$ cat config.mk
export PLATFORM = sky130hd
export DESIGN_NAME = uart_tx_mmio
export DESIGN_NICKNAME = d
export VERILOG_FILES = /design/src/rtl/uart_pkg.sv /design/src/rtl/uart_fifo.sv /design/src/rtl/uart_tx_mmio.sv
export SDC_FILE = /design/constraint.sdc
export NUM_CORES = 1
export LEC_CHECK = 0
export CAP_MARGIN = 20
export CELL_PAD_IN_SITES_DETAIL_PLACEMENT = 2
export CELL_PAD_IN_SITES_GLOBAL_PLACEMENT = 2
export CORE_ASPECT_RATIO = 0.8
export CORE_MARGIN = 3
export CORE_UTILIZATION = 39
export DETAILED_ROUTE_END_ITERATION = 8
export PLACE_DENSITY_LB_ADDON = 0.1
export SLEW_MARGIN = 25
export SYNTH_ARGS = -nofsm -noshare
export SYNTH_HDL_FRONTEND = slang
export SYNTH_SLANG_ARGS = --single-unit
$ cat constraint.sdc
create_clock -name clk -period 3.76 [get_ports clk]
set_clock_uncertainty 0.2 [all_clocks]
set_input_delay 0.752 -clock clk [delete_from_list [all_inputs] [get_ports clk]]
set_output_delay 0.752 -clock clk [all_outputs]
set_load 0.05 [all_outputs]
$ cat src/rtl/uart_pkg.sv
// uart_pkg: register map, STATUS bit positions and FSM encoding shared by the UART transmitter.
package uart_pkg;
    localparam logic [3:0] OFF_TXDATA = 4'h0;
    localparam logic [3:0] OFF_STATUS = 4'h4;
    localparam logic [3:0] OFF_CLEAR  = 4'h8;
    localparam int ST_FULL  = 0;
    localparam int ST_EMPTY = 1;
    localparam int ST_BUSY  = 2;
    localparam int ST_OVF   = 3;
    localparam int ST_COUNT = 8;
    localparam int CLR_BIT  = 3;
    typedef enum logic [1:0] {
        IDLE  = 2'd0,
        START = 2'd1,
        DATA  = 2'd2,
        STOP  = 2'd3
    } state_e;
endpackage

$ cat src/rtl/uart_fifo.sv
// uart_fifo: synchronous FIFO; a push into a full FIFO is accepted when a pop happens on the same edge.
module uart_fifo #(
    parameter int W  = 8,
    parameter int AW = 4
) (
    input  logic          clk,
    input  logic          reset,
    input  logic          push_i,
    input  logic          pop_i,
    input  logic [W-1:0]  data_i,
    output logic [W-1:0]  data_o,
    output logic          full_o,
    output logic          empty_o,
    output logic [AW:0]   count_o
);
    logic [W-1:0]  mem_q [2**AW];
    logic [AW-1:0] wr_q, rd_q;
    logic [AW:0]   cnt_q;
    logic          do_push, do_pop;
    assign empty_o = cnt_q == '0;
    assign full_o  = cnt_q == (AW+1)'(2**AW);
    assign count_o = cnt_q;
    assign data_o  = mem_q[rd_q];
    assign do_pop  = pop_i && !empty_o;
    assign do_push = push_i && (!full_o || do_pop);
    always_ff @(posedge clk) begin
        if (do_push) mem_q[wr_q] <= data_i;
    end
    always_ff @(posedge clk) begin
        if (reset) begin
            wr_q  <= '0;
            rd_q  <= '0;
            cnt_q <= '0;
        end else begin
            wr_q  <= do_push ? wr_q + 1'b1 : wr_q;
            rd_q  <= do_pop ? rd_q + 1'b1 : rd_q;
            cnt_q <= cnt_q + (AW+1)'(do_push) - (AW+1)'(do_pop);
        end
    end
endmodule

$ cat src/rtl/uart_tx_mmio.sv
// uart_tx_mmio: store-bus mapped 8N1 transmitter with a byte FIFO and combinational STATUS readback.
module uart_tx_mmio
    import uart_pkg::*;
#(
    parameter logic [31:0] BASE_ADDR    = 32'h0000_0400,
    parameter int          CLKS_PER_BIT = 868,
    parameter int          FIFO_AW      = 4
) (
    input  logic        clk,
    input  logic        reset,
    input  logic [1:0]  we,
    input  logic [31:0] addr,
    input  logic [31:0] wdata,
    output logic        sel,
    output logic [31:0] rdata,
    output logic        tx,
    output logic        busy
);
    localparam int CW = $clog2(CLKS_PER_BIT);
    state_e           state_q, state_d;
    logic [CW-1:0]    baud_q, baud_d;
    logic [2:0]       bit_q, bit_d;
    logic [7:0]       shift_q, shift_d;
    logic             tx_q, tx_d, ovf_q, ovf_d;
    logic [31:0]      off, status;
    logic [3:0]       reg_off;
    logic [FIFO_AW:0] count;
    logic [7:0]       head;
    logic             wr_txdata, wr_clear, pop, full, empty, tick, unused_bits;
    // Unsigned wrap makes addresses below BASE_ADDR fall outside the window too.
    assign off         = addr - BASE_ADDR;
    assign sel         = off < 32'd12;
    assign reg_off     = {off[3:2], 2'b00};
    assign wr_txdata   = sel && we != 2'b00 && reg_off == OFF_TXDATA;
    assign wr_clear    = sel && we != 2'b00 && reg_off == OFF_CLEAR && wdata[CLR_BIT];
    assign pop         = state_q == IDLE && !empty;
    assign tick        = baud_q == CW'(CLKS_PER_BIT - 1);
    assign busy        = state_q != IDLE || !empty;
    assign tx          = tx_q;
    assign ovf_d       = wr_clear ? 1'b0 : (wr_txdata && full && !pop) ? 1'b1 : ovf_q;
    assign rdata       = (sel && reg_off == OFF_STATUS) ? status : '0;
    assign unused_bits = ^{wdata[31:8], off[1:0]};
    always_comb begin
        status                       = '0;
        status[ST_FULL]              = full;
        status[ST_EMPTY]             = empty;
        status[ST_BUSY]              = busy;
        status[ST_OVF]               = ovf_q;
        status[ST_COUNT +: FIFO_AW+1] = count;
    end
    uart_fifo #(.W(8), .AW(FIFO_AW)) u_fifo (
        .clk     (clk),
        .reset   (reset),
        .push_i  (wr_txdata),
        .pop_i   (pop),
        .data_i  (wdata[7:0]),
        .data_o  (head),
        .full_o  (full),
        .empty_o (empty),
        .count_o (count)
    );
    always_ff @(posedge clk) begin
        if (reset) begin
            state_q <= IDLE;
            baud_q  <= '0;
            bit_q   <= '0;
            shift_q <= '0;
            tx_q    <= 1'b1;
            ovf_q   <= 1'b0;
        end else begin
            state_q <= state_d;
            baud_q  <= baud_d;
            bit_q   <= bit_d;
            shift_q <= shift_d;
            tx_q    <= tx_d;
            ovf_q   <= ovf_d;
        end
    end
    always_comb begin
        state_d = state_q;
        baud_d  = baud_q;
        bit_d   = bit_q;
        shift_d = shift_q;
        if (state_q == IDLE) begin
            if (pop) begin
                state_d = START;
                baud_d  = '0;
                shift_d = head;
            end
        end else begin
            baud_d = tick ? '0 : baud_q + 1'b1;
            if (tick) begin
                bit_d   = state_q == DATA ? bit_q + 1'b1 : 3'd0;
                shift_d = state_q == DATA ? shift_q >> 1 : shift_q;
                state_d = state_q == START ? DATA : state_q == STOP ? IDLE : &bit_q ? STOP : DATA;
            end
        end
    end
    // tx is registered, so it is derived from the state being entered.
    always_comb begin
        tx_d = state_d == START ? 1'b0 : state_d == DATA ? shift_d[0] : 1'b1;
    end
endmodule

==> Yosys cells after proc, flatten, opt, wreduce, memory -nomap -nowiden <==
Memory sizes are Yosys's and may differ from the RTL's. A register that Yosys moved wholly into a read port is not among the register bits.
Cells that the tools add are included.
{ "word_totals": {"output_inout_bits": 35, "wordCells": 77, "regBits": 38, "ramBits": 128, "inputBits": 68, "mem_count": 1} }
{ "classes": {"add_sub_neg": 7, "muxes": 21, "eq_ne": 10, "n_reduce_logical": 26, "bitwise": 1, "order_cmp": 1} }
{ "mem_list": {"columns": ["memory", "words", "width", "read_ports", "rd_clocked_by_memory_dff", "wr", "line_no", "text"], "rows": [
  ["u_fifo.mem_q", 16, 8, 1, 1, 1, "uart_fifo.sv:16", "logic [W-1:0] mem_q [2**AW];"]
]} }
{ "ops": {"columns": ["cell", "count"], "rows": [
  ["$lt A32 B4 Y1 const B", 1],
  ["$mux W8", 4],
  ["$sub A32 B11 Y32 const B", 1],
  ["$mux W10", 3],
  ["$mux W13", 1],
  ["$add A10 B1 Y10 const B", 1],
  ["$eq A10 B10 Y1 const B", 1],
  ["$logic_and A1 B1 Y1", 10],
  ["$mux W2", 5],
  ["$add A4 B1 Y4 const B", 2],
  ["$eq A2 B2 Y1 const B", 4],
  ["$mux W4", 2],
  ["$reduce_bool A2 Y1", 4],
  ["$eq A2 B1 Y1 const B", 3],
  ["$reduce_and A3 Y1", 2],
  ["$add A5 B1 Y5", 1],
  ["$eq A5 B5 Y1 const B", 1],
  ["$logic_not A5 Y1", 1],
  ["$mux W1", 5],
  ["$sub A5 B1 Y5", 1],
  ["$logic_not A4 Y1", 1],
  ["$add A3 B1 Y3 const B", 1],
  ["$logic_not A1 Y1", 3],
  ["$mux W3", 1],
  ["6 further kinds", 7]
]} }

==> Longest topological paths before layout <==
Gate-level depths: netlist of run 1.
{ "depth": {"word_depth": 9, "mapped_depth": 15, "ltp_nobuf": 14} }

==> By module <==
Synthesis of run 1 repeated with hierarchy kept, for this count alone.
{ "unflattened": {"cells_unflattened": 506, "hier_area_um2": 7462.2} }
{ "modules_own_cells": {"columns": ["mod", "cells_per_inst", "seq_area_each_um2", "area_each_um2", "instances"], "rows": [
  ["uart_fifo", 306, 4184.0, 5791.8, 1],
  ["uart_tx_mmio", 200, 500.5, 1670.4, 1]
]} }

==> Least setup slack after synthesis of run 1 <==
No wires, ideal clock.
{ "synth_path": {"path_kind": "input to output", "startpoint": "input addr[12]", "endpoint": "output rdata[0]", "path_stages": 5, "path_slack_ns": 0.102, "path_buffers": 0, "t_required_ns": 2.808, "arrival_ns": 2.706, "cell_sequence": "nor4b_1 -> nand4_1 -> or3_4 -> nor3b_2 -> nor2b_1"} }
{ "synth_via": {"elab_chain_cells": 4} }
{ "synth_lines": {"columns": ["element", "line_no", "text"], "rows": [
  ["start, declared", "uart_tx_mmio.sv:12", "input logic [31:0] addr,"],
  ["$sub A32 B11 Y32", "uart_tx_mmio.sv:31", "assign off = addr - BASE_ADDR;"],
  ["$lt A32 B4 Y1", "uart_tx_mmio.sv:32", "assign sel = off < 32'd12;"],
  ["$logic_and A1 B1 Y1", "uart_tx_mmio.sv:41", "assign rdata = (sel && reg_off == OFF_STATUS) ? status : '0;"],
  ["$mux W13", "uart_tx_mmio.sv:41", null],
  ["end, declared", "uart_tx_mmio.sv:15", "output logic [31:0] rdata,"]
]} }
Every way passes these cells.

==> Worst setup path after layout of run 1 <==
{ "layout_path": {"startpoint": "input addr[9]", "endpoint": "output rdata[11]"} }
Same word-level chain as after synthesis.

==> flow_metrics.py, run 1 <==
metrics = {
    "status": {
        "status": "finished with violations",
        "violations": "setup timing",
    },
    "synth": {
        "yosys_warnings": 0,
        "synth_top_cells_by_area": "sky130_fd_sc_hd__edfxtp_1, sky130_fd_sc_hd__dfxtp_1, sky130_fd_sc_hd__mux4_2",
        "post_synth_inst_count": 487,
        "syn-mean-instance-area_um2": 15.0,
        "synth_largest_area_cell": "sky130_fd_sc_hd__edfxtp_1",
        "post_synth_and_or_nand_nor_area_fraction_pct": 10.2,
        "synth.top_cell.area_share_pct": 52.5,
        "post_synth_edffs": 128,
        "dominant_combinational_cell_family_by_area_after_synthesis": "multiplexers",
        "synth-seq-area-share_pct": 64.0,
        "synth_compound_area_share_pct": 6.90,
        "post_synth_xor_area_fraction_pct": 1.08,
        "ys_ff_latch": 170,
        "synth.most_common_cell": "sky130_fd_sc_hd__edfxtp_1",
        "dominantRegCellSynth": "sky130_fd_sc_hd__edfxtp_1",
        "synth.distinct_cells": 61,
        "post_synth_mux_area_share_pct": 10.8,
        "async_reset_ff_share_pct": 0,
        "post_synth_fa_ha_maj_area_fraction_pct": 2.67,
        "cell_types_with_the_highest_counts_after_synthesis": "sky130_fd_sc_hd__edfxtp_1, sky130_fd_sc_hd__dfxtp_1, sky130_fd_sc_hd__mux4_2",
        "mappedNetlistArea_mm2": 0.00732,
    },
    "clock_network": {
        "tritoncts_buffer_count": 17,
        "clock_sink_count": 170,
        "cts.reportedPaths.clkPinSlew_ns": 0.07,
        "post_cts_hold_buffer_count": 0,
        "clk_latency_ns": 0.44,
        "cts_root_buf": "sky130_fd_sc_hd__clkbuf_16",
        "clock_tree.buffer_depth": 2,
        "cts-htree-levels": 4,
        "cts_tree": "built",
    },
    "routing": {
        "detailroute.via_count": 4595,
        "drc_errors": 0,
        "routed_wirelength_um": 21400,
        "drt_first_pass_iters": 4,
        "antenna_violating_nets_post_route": 0,
        "drt-wirelength-per-cell_um": 25.5,
        "drt_first_iter_violations": 424,
        "post_drt_via_cell_ratio": 5.46,
    },
    "floorplan": {
        "num_io_pins": 103,
        "die_width_um": 159,
        "initial_cell_density_of_the_core_pct": 40.1,
        "die_outline_area_mm2": 0.0205,
        "num_rows": 44,
        "fp.coreArea_mm2": 0.0183,
        "fp.dieH_um": 129,
    },
    "cells_and_area": {
        "instances_no_fill": 841,
        "final_util_pct": 51.0,
        "post_route_cells_drive_above_1_share_pct": 23.1,
        "relative_area_change_from_synthesis_to_final_layout_pct": 27.3,
        "num_antenna_cells": 0,
        "fill_cells": 1712,
        "finalNetCount": 658,
    },
    "timing": {
        "timing.max_slew.rel_slack_pct": 47.8,
        "timing.fmax_mhz": 249,
        "timing.setup.tns_ns": -2.21,
        "holdWs_ns": 0.294,
        "worst_slew_pin_slew_ns": 0.781,
        "finalHoldViolCount": 0,
        "maxSlewViolCount": 0,
        "finalWorstPathRequiredPeriod_ns": 4.01,
        "report.final.setup_viol": 10,
        "postLayoutSetupSlackWorst_ns": -0.253,
        "final_critical_path_share_of_the_clock_period_pct": 107,
    },
    "critical_path": {
        "critPathBufInv": 3,
        "cp_cell_sequence": "clkdlybuf4s50_1 > nor4_4 > nand2_1 > or3_4 > nor3b_4 > buf_6 > and2_4 > buf_12",
        "critPathSlowestCell": "sky130_fd_sc_hd__clkdlybuf4s50_1",
        "cp.required_ns": 2.81,
        "critical_path_class": "input pin to output pin",
        "cpLargestDelayFamily": "simple AND/OR/NAND/NOR gates",
        "critPathCaptureType": "output pin",
        "worst-path-max-fanout": 6,
        "cpPeakStageDelay_ns": 0.54,
        "cp-start-kind": "input pin",
        "critical_path_arrival_ns": 3.06,
    },
    "placement": {
        "io_buffer_count": 53,
        "global_placement_routability_congestion": 0.739,
        "dp.final_hpwl_um": 13600,
        "pre_cts_ws_ns": -0.297,
        "dp_cells": 806,
    },
    "pwr": {
        "power.share.combinational_pct": 19.3,
        "power.share.clock_pct": 37.0,
        "peakVddDrop_mv": 0.303,
        "power.sequential.fraction_pct": 43.8,
        "netSwitchingFraction_pct": 30.5,
        "p_int_uw": 3530,
        "pwr_density_cell_mw_per_mm2": 545,
        "power_leakage_uw": 0.00331,
        "power_switching_uw": 1550,
    },
    "flow_run": {
        "drv.max_cap_violation_count": 0,
    },
    "grt": {
        "overall_track_demand_over_capacity_in_global_routing_pct": 20.1,
        "overflow": 0,
        "grt_max_degree": 39,
        "grt_pass1_wl_um": 30800,
        "antenna_found_initial": 0,
        "via_count_of_the_first_global_routing_pass": 5070,
    },
    "min_path": {
        "holdCritPathClass": "flip-flop to flip-flop",
    },
}
-- worst register-to-register path, delay by kind of cell, from the launching register on --
| family | cells | cell delay (ns) |
|---|---|---|
| AND/OR/NAND/NOR | 4 | 0.82 |
| adder cells (fa/ha/maj) | 4 | 0.89 |
| flip-flops | 1 | 0.34 |
| buffers and inverters | 5 | 0.46 |
| AO/OA/AOI/OAI | 2 | 0.28 |
-- placed cells by master (no fill, tap or decap), types with 4 or more instances in the layout --
master	instances
sky130_fd_sc_hd__and2_4	6
sky130_fd_sc_hd__conb_1	23
sky130_fd_sc_hd__a22o_1	14
sky130_fd_sc_hd__a22oi_1	10
sky130_fd_sc_hd__nand2_1	13
sky130_fd_sc_hd__edfxtp_1	128
sky130_fd_sc_hd__clkdlybuf4s50_1	28
sky130_fd_sc_hd__nor2b_1	6
sky130_fd_sc_hd__mux4_2	32
sky130_fd_sc_hd__buf_4	23
sky130_fd_sc_hd__buf_12	25
sky130_fd_sc_hd__nor2_1	28
sky130_fd_sc_hd__a21oi_1	20
sky130_fd_sc_hd__nand2b_1	4
sky130_fd_sc_hd__dlymetal6s2s_1	15
sky130_fd_sc_hd__o21ai_0	11
sky130_fd_sc_hd__inv_8	6
sky130_fd_sc_hd__and4_1	4
sky130_fd_sc_hd__nor3_1	4
sky130_fd_sc_hd__inv_1	12
sky130_fd_sc_hd__ha_1	14
sky130_fd_sc_hd__and4b_1	8
sky130_fd_sc_hd__or3_1	4
sky130_fd_sc_hd__dfxtp_1	41
sky130_fd_sc_hd__inv_6	6
sky130_fd_sc_hd__clkbuf_16	17
sky130_fd_sc_hd__xor2_1	5
sky130_fd_sc_hd__mux2i_1	5
sky130_fd_sc_hd__a31oi_1	6
sky130_fd_sc_hd__and2_1	4
sky130_fd_sc_hd__nand3_1	5
sky130_fd_sc_hd__nand4_1	4
-- sequential cells by signal (all words and copies together) (netlist names), named ones only --
name,count
state_q,2
u_fifo.count_o,5
bit_q,3
u_fifo.mem_q,128
ovf_q,1
shift_q,8
u_fifo.wr_q,4
baud_q,10
u_fifo.rd_q,4
tx,1
-- per-stage QoR --
stage | instance area (µm²) | power [µW]
final | 9320 | 5080
after global routing | 9320 | 5320
after CTS | 9220 | 5100
after detailed placement | 8550 | 3240
after global placement | 8550 | 3170
after floorplan | 7410 | 2870
-- path summary, 6_finish.rpt --
path                            slack [ns]                            to  cells past startpoint                         start
worst min-delay path                  0.29       shift_q[7]$_SDFFE_PP0P_                      2       shift_q[7]$_SDFFE_PP0P_
worst max register to register        0.70  u_fifo.count_o[4]$_SDFF_PP0_                     15  u_fifo.count_o[3]$_SDFF_PP0_
worst min register to register        0.29       shift_q[7]$_SDFFE_PP0P_                      2       shift_q[7]$_SDFFE_PP0P_
worst max-delay path                 -0.25                     rdata[11]                      8                       addr[9]
-- layer usage --
| layer | GRT usage (%) | vias up | share of wire, % |
|---|---|---|---|
| met2 | 34.7 | 94 | 51 |
| met3 | 4.12 | 29 | 3.6 |
| met5 | 0 | - | 0 |
| met4 | 5.15 | 0 | 1.9 |
| li1 | - | 2043 | - |
| met1 | 26.3 | 2429 | 43 |
-- power by group through the flow --
stage | Clock, µW | Combinational (µW) | Sequential [µW]
final | 1880 | 978 | 2220
after global routing | 1990 | 1090 | 2240
after CTS | 1890 | 985 | 2220
after detailed placement | 0 | 976 | 2260
after global placement | 0 | 915 | 2250
after floorplan | 0 | 650 | 2220
-- cell type report --
type / count / area [µm²] / area share (%)
clock buffer: 17 / 425 / 4.56
sequential: 170 / 4690 / 50.3
multi-input combinational: 281 / 2500 / 26.9
timing repair buffer: 92 / 1150 / 12.4
clock inverter: 15 / 188 / 2.01
inverter: 13 / 48.8 / 0.523
tap: 253 / 317 / 3.40
-- timing repair --
action | in CTS | in global routing
gates cloned | 0 | 0
setup endpoints to repair | 9 | 10
gates resized for setup | 9 | 25
buffers inserted | 2 | 1
hold endpoints to repair | 0 | 0
pin swaps | 3 | 10
-- logic make-up (layout without fill, tap and decap cells) --
kind of cell	Yosys count	count (layout)
flip-flops	170	170
AND/OR/NAND/NOR	120	120
AO/OA/AOI/OAI	75	75
buffers and inverters	58	137
multiplexers	39	39
adder cells (fa/ha/maj)	15	15
XOR/XNOR	9	9
other	1	23
Note: power is estimated with default switching activity, not from simulation.
==> inputs of run 2 (changes only) <==
--- a/config.mk
+++ b/config.mk
@@ -12,7 +12,8 @@
 export CORE_MARGIN = 3
 export CORE_UTILIZATION = 39
 export DETAILED_ROUTE_END_ITERATION = 8
-export PLACE_DENSITY_LB_ADDON = 0.1
+export PLACE_DENSITY_LB_ADDON = 0.12
+export RECOVER_POWER = 25
 export SLEW_MARGIN = 25
 export SYNTH_ARGS = -nofsm -noshare
 export SYNTH_HDL_FRONTEND = slang
==> run 2 against run 1 <==
Compared with the run above: the run now ends clean; register-to-register slack lost 0.05 ns; worst setup slack gained 0.28 ns; critical path depth unchanged; maximum frequency up 7.4%; critical path type unchanged; total power decreased by 2.0%; via count is 1.6% higher; clock power fell by 7%; cell count is 1.9% higher; critical endpoint is now rdata[0]; combinational power is essentially flat; global-route usage increased by 1.4 points; largest power group unchanged.
==> flow_metrics.py, run 2 (same netlist as run 1, synthesis figures left out) <==
metrics = {
    "status": {
        "status": "completed",
    },
    "placement": {
        "global_placement_routability_congestion": 0.768,
        "io_buffer_count": 53,
        "placed_area_mm2": 0.00854,
        "dp.final_hpwl_um": 14300,
    },
    "floorplan": {
        "num_io_pins": 103,
        "initial_cell_density_of_the_core_pct": 40.1,
        "die_outline_area_mm2": 0.0205,
        "die_width_um": 159,
        "fp.dieH_um": 129,
        "fp.coreArea_mm2": 0.0183,
        "num_rows": 44,
    },
    "clock_network": {
        "cts_root_buf": "sky130_fd_sc_hd__clkbuf_16",
        "clock_sink_count": 170,
        "cts.reportedPaths.clkPinSlew_ns": 0.07,
        "clock_tree.buffer_depth": 2,
        "cts_tree": "built",
        "cts-htree-levels": 4,
        "clk_latency_ns": 0.43,
        "tritoncts_buffer_count": 17,
    },
    "flow_run": {
        "drv.max_cap_violation_count": 0,
    },
    "critical_path": {
        "worst-path-max-fanout": 5,
        "cp.required_ns": 2.81,
        "critical_path_class": "input pin to output pin",
        "cp-start-kind": "input pin",
        "critical_path_arrival_ns": 2.78,
        "critPathCaptureType": "output pin",
    },
    "cells_and_area": {
        "stdcell_area_mm2": 0.00939,
        "largest-register": "u_fifo.mem_q",
        "layout_top_registers": "u_fifo.mem_q: 128 flops, baud_q: 10 flops, shift_q: 8 flops",
        "multiInputGateArea_mm2": 0.00253,
        "register_area_mm2": 0.00469,
        "num_antenna_cells": 0,
        "relative_area_change_from_synthesis_to_final_layout_pct": 28.3,
        "fill_cells": 1697,
        "largest_reg_flops": 128,
        "final_cell_mix": "sky130_fd_sc_hd__edfxtp_1, sky130_fd_sc_hd__dfxtp_1, sky130_fd_sc_hd__buf_4",
        "mostFrequentLayoutCell": "sky130_fd_sc_hd__edfxtp_1",
        "post_route_cells_drive_above_1_share_pct": 25.7,
        "finalNetCount": 674,
        "final_util_pct": 51.4,
    },
    "routing": {
        "drt-wirelength-per-cell_um": 25.5,
        "routed_wirelength_um": 21900,
        "drt_first_pass_iters": 4,
        "post_drt_via_cell_ratio": 5.45,
        "antenna_violating_nets_post_route": 0,
        "detailroute.via_count": 4667,
        "drt_first_iter_violations": 297,
        "drc_errors": 0,
    },
    "grt": {
        "overall_track_demand_over_capacity_in_global_routing_pct": 21.5,
        "grt_pass1_wl_um": 32700,
        "grt_max_degree": 24,
        "overflow": 0,
        "via_count_of_the_first_global_routing_pass": 5181,
        "antenna_found_initial": 0,
    },
    "pwr": {
        "power_leakage_uw": 0.00332,
        "pwr_density_cell_mw_per_mm2": 530,
        "peakVddDrop_mv": 0.289,
    },
    "timing": {
        "report.final.setup_viol": 0,
        "maxSlewViolCount": 0,
        "timing.fmax_mhz": 268,
        "holdWs_ns": 0.293,
        "finalHoldViolCount": 0,
        "timing.max_slew.rel_slack_pct": 46.3,
        "worst_slew_pin_slew_ns": 0.804,
        "timing.setup.tns_ns": 0,
        "finalWorstPathRequiredPeriod_ns": 3.74,
        "final_critical_path_share_of_the_clock_period_pct": 99.3,
    },
    "min_path": {
        "holdCritPathClass": "flip-flop to flip-flop",
    },
}
run 2: cell types whose count changed in the layout (fill, tap and decap cells not counted), sizes merged:
cell           delta
buf              +16
bufinv            -1
clkdlybuf4s50     -9
clkinv            +4
dlygate4sd2      +11
dlygate4sd3       +7
dlymetal6s2s      -9
inv               -3
run 2: where the power goes:
| part | leakage (µW) | switching [µW] | internal, µW |
|---|---|---|---|
| registers | 0.00149 | 120 | 2110 |
| clock network | 0.000284 | 805 | 938 |
| logic | 0.00154 | 605 | 399 |
run 2: critical path, cell delays in order:
cell and delay [ns]:
sky130_fd_sc_hd__clkdlybuf4s50_1 0.52, sky130_fd_sc_hd__xor2_2 0.24, sky130_fd_sc_hd__nand3_4 0.11, sky130_fd_sc_hd__or3_4 0.43
sky130_fd_sc_hd__nor3b_4 0.26, sky130_fd_sc_hd__buf_6 0.16, sky130_fd_sc_hd__nor2b_4 0.15, sky130_fd_sc_hd__buf_12 0.14
run 2: repair_timing:
item,4_1_cts,5_1_grt
buffers inserted,12,5
pin swaps,7,10
resized for setup,34,11
cloned,1,0
setup endpoints to repair,9,13
hold buffers,0,0
run 2: area by class of cell:
cell class | count | share of cell area, %
clock buffer | 17 | 4.53
clock inverter | 15 | 1.62
sequential | 170 | 49.9
multi-input combinational | 281 | 27.0
inverter | 13 | 0.519
tap | 253 | 3.37
timing repair buffer | 108 | 13.1
run 2: final timing paths:
path                                      from                            to  slack (ns)  cells past startpoint
hold reg to reg         baud_q[5]$_SDFFE_PP0P_        baud_q[5]$_SDFFE_PP0P_        0.29                      1
setup / recovery                      addr[25]                      rdata[0]        0.02                      8
hold / removal          baud_q[5]$_SDFFE_PP0P_        baud_q[5]$_SDFFE_PP0P_        0.29                      1
setup reg to reg  u_fifo.count_o[2]$_SDFF_PP0_  u_fifo.count_o[4]$_SDFF_PP0_        0.65                     13
run 2: metrics by stage:
stage	setup slack, ns	total power [µW]	cells
floorplan	0.102	2870	509
global placement	-0.0744	3150	807
detailed placement	-0.132	3230	807
CTS	0.0101	5000	852
global route	-0.0727	5200	857
finish	0.0248	4980	857
run 2: layer usage:
layer  part of all wire (%)  vias up  track usage (%)
met5                      0        -                0
met2                     51      137             37.6
met4                    1.5        0             5.71
met3                    4.5       28             4.57
li1                       -     2073                -
met1                     43     2429             27.5
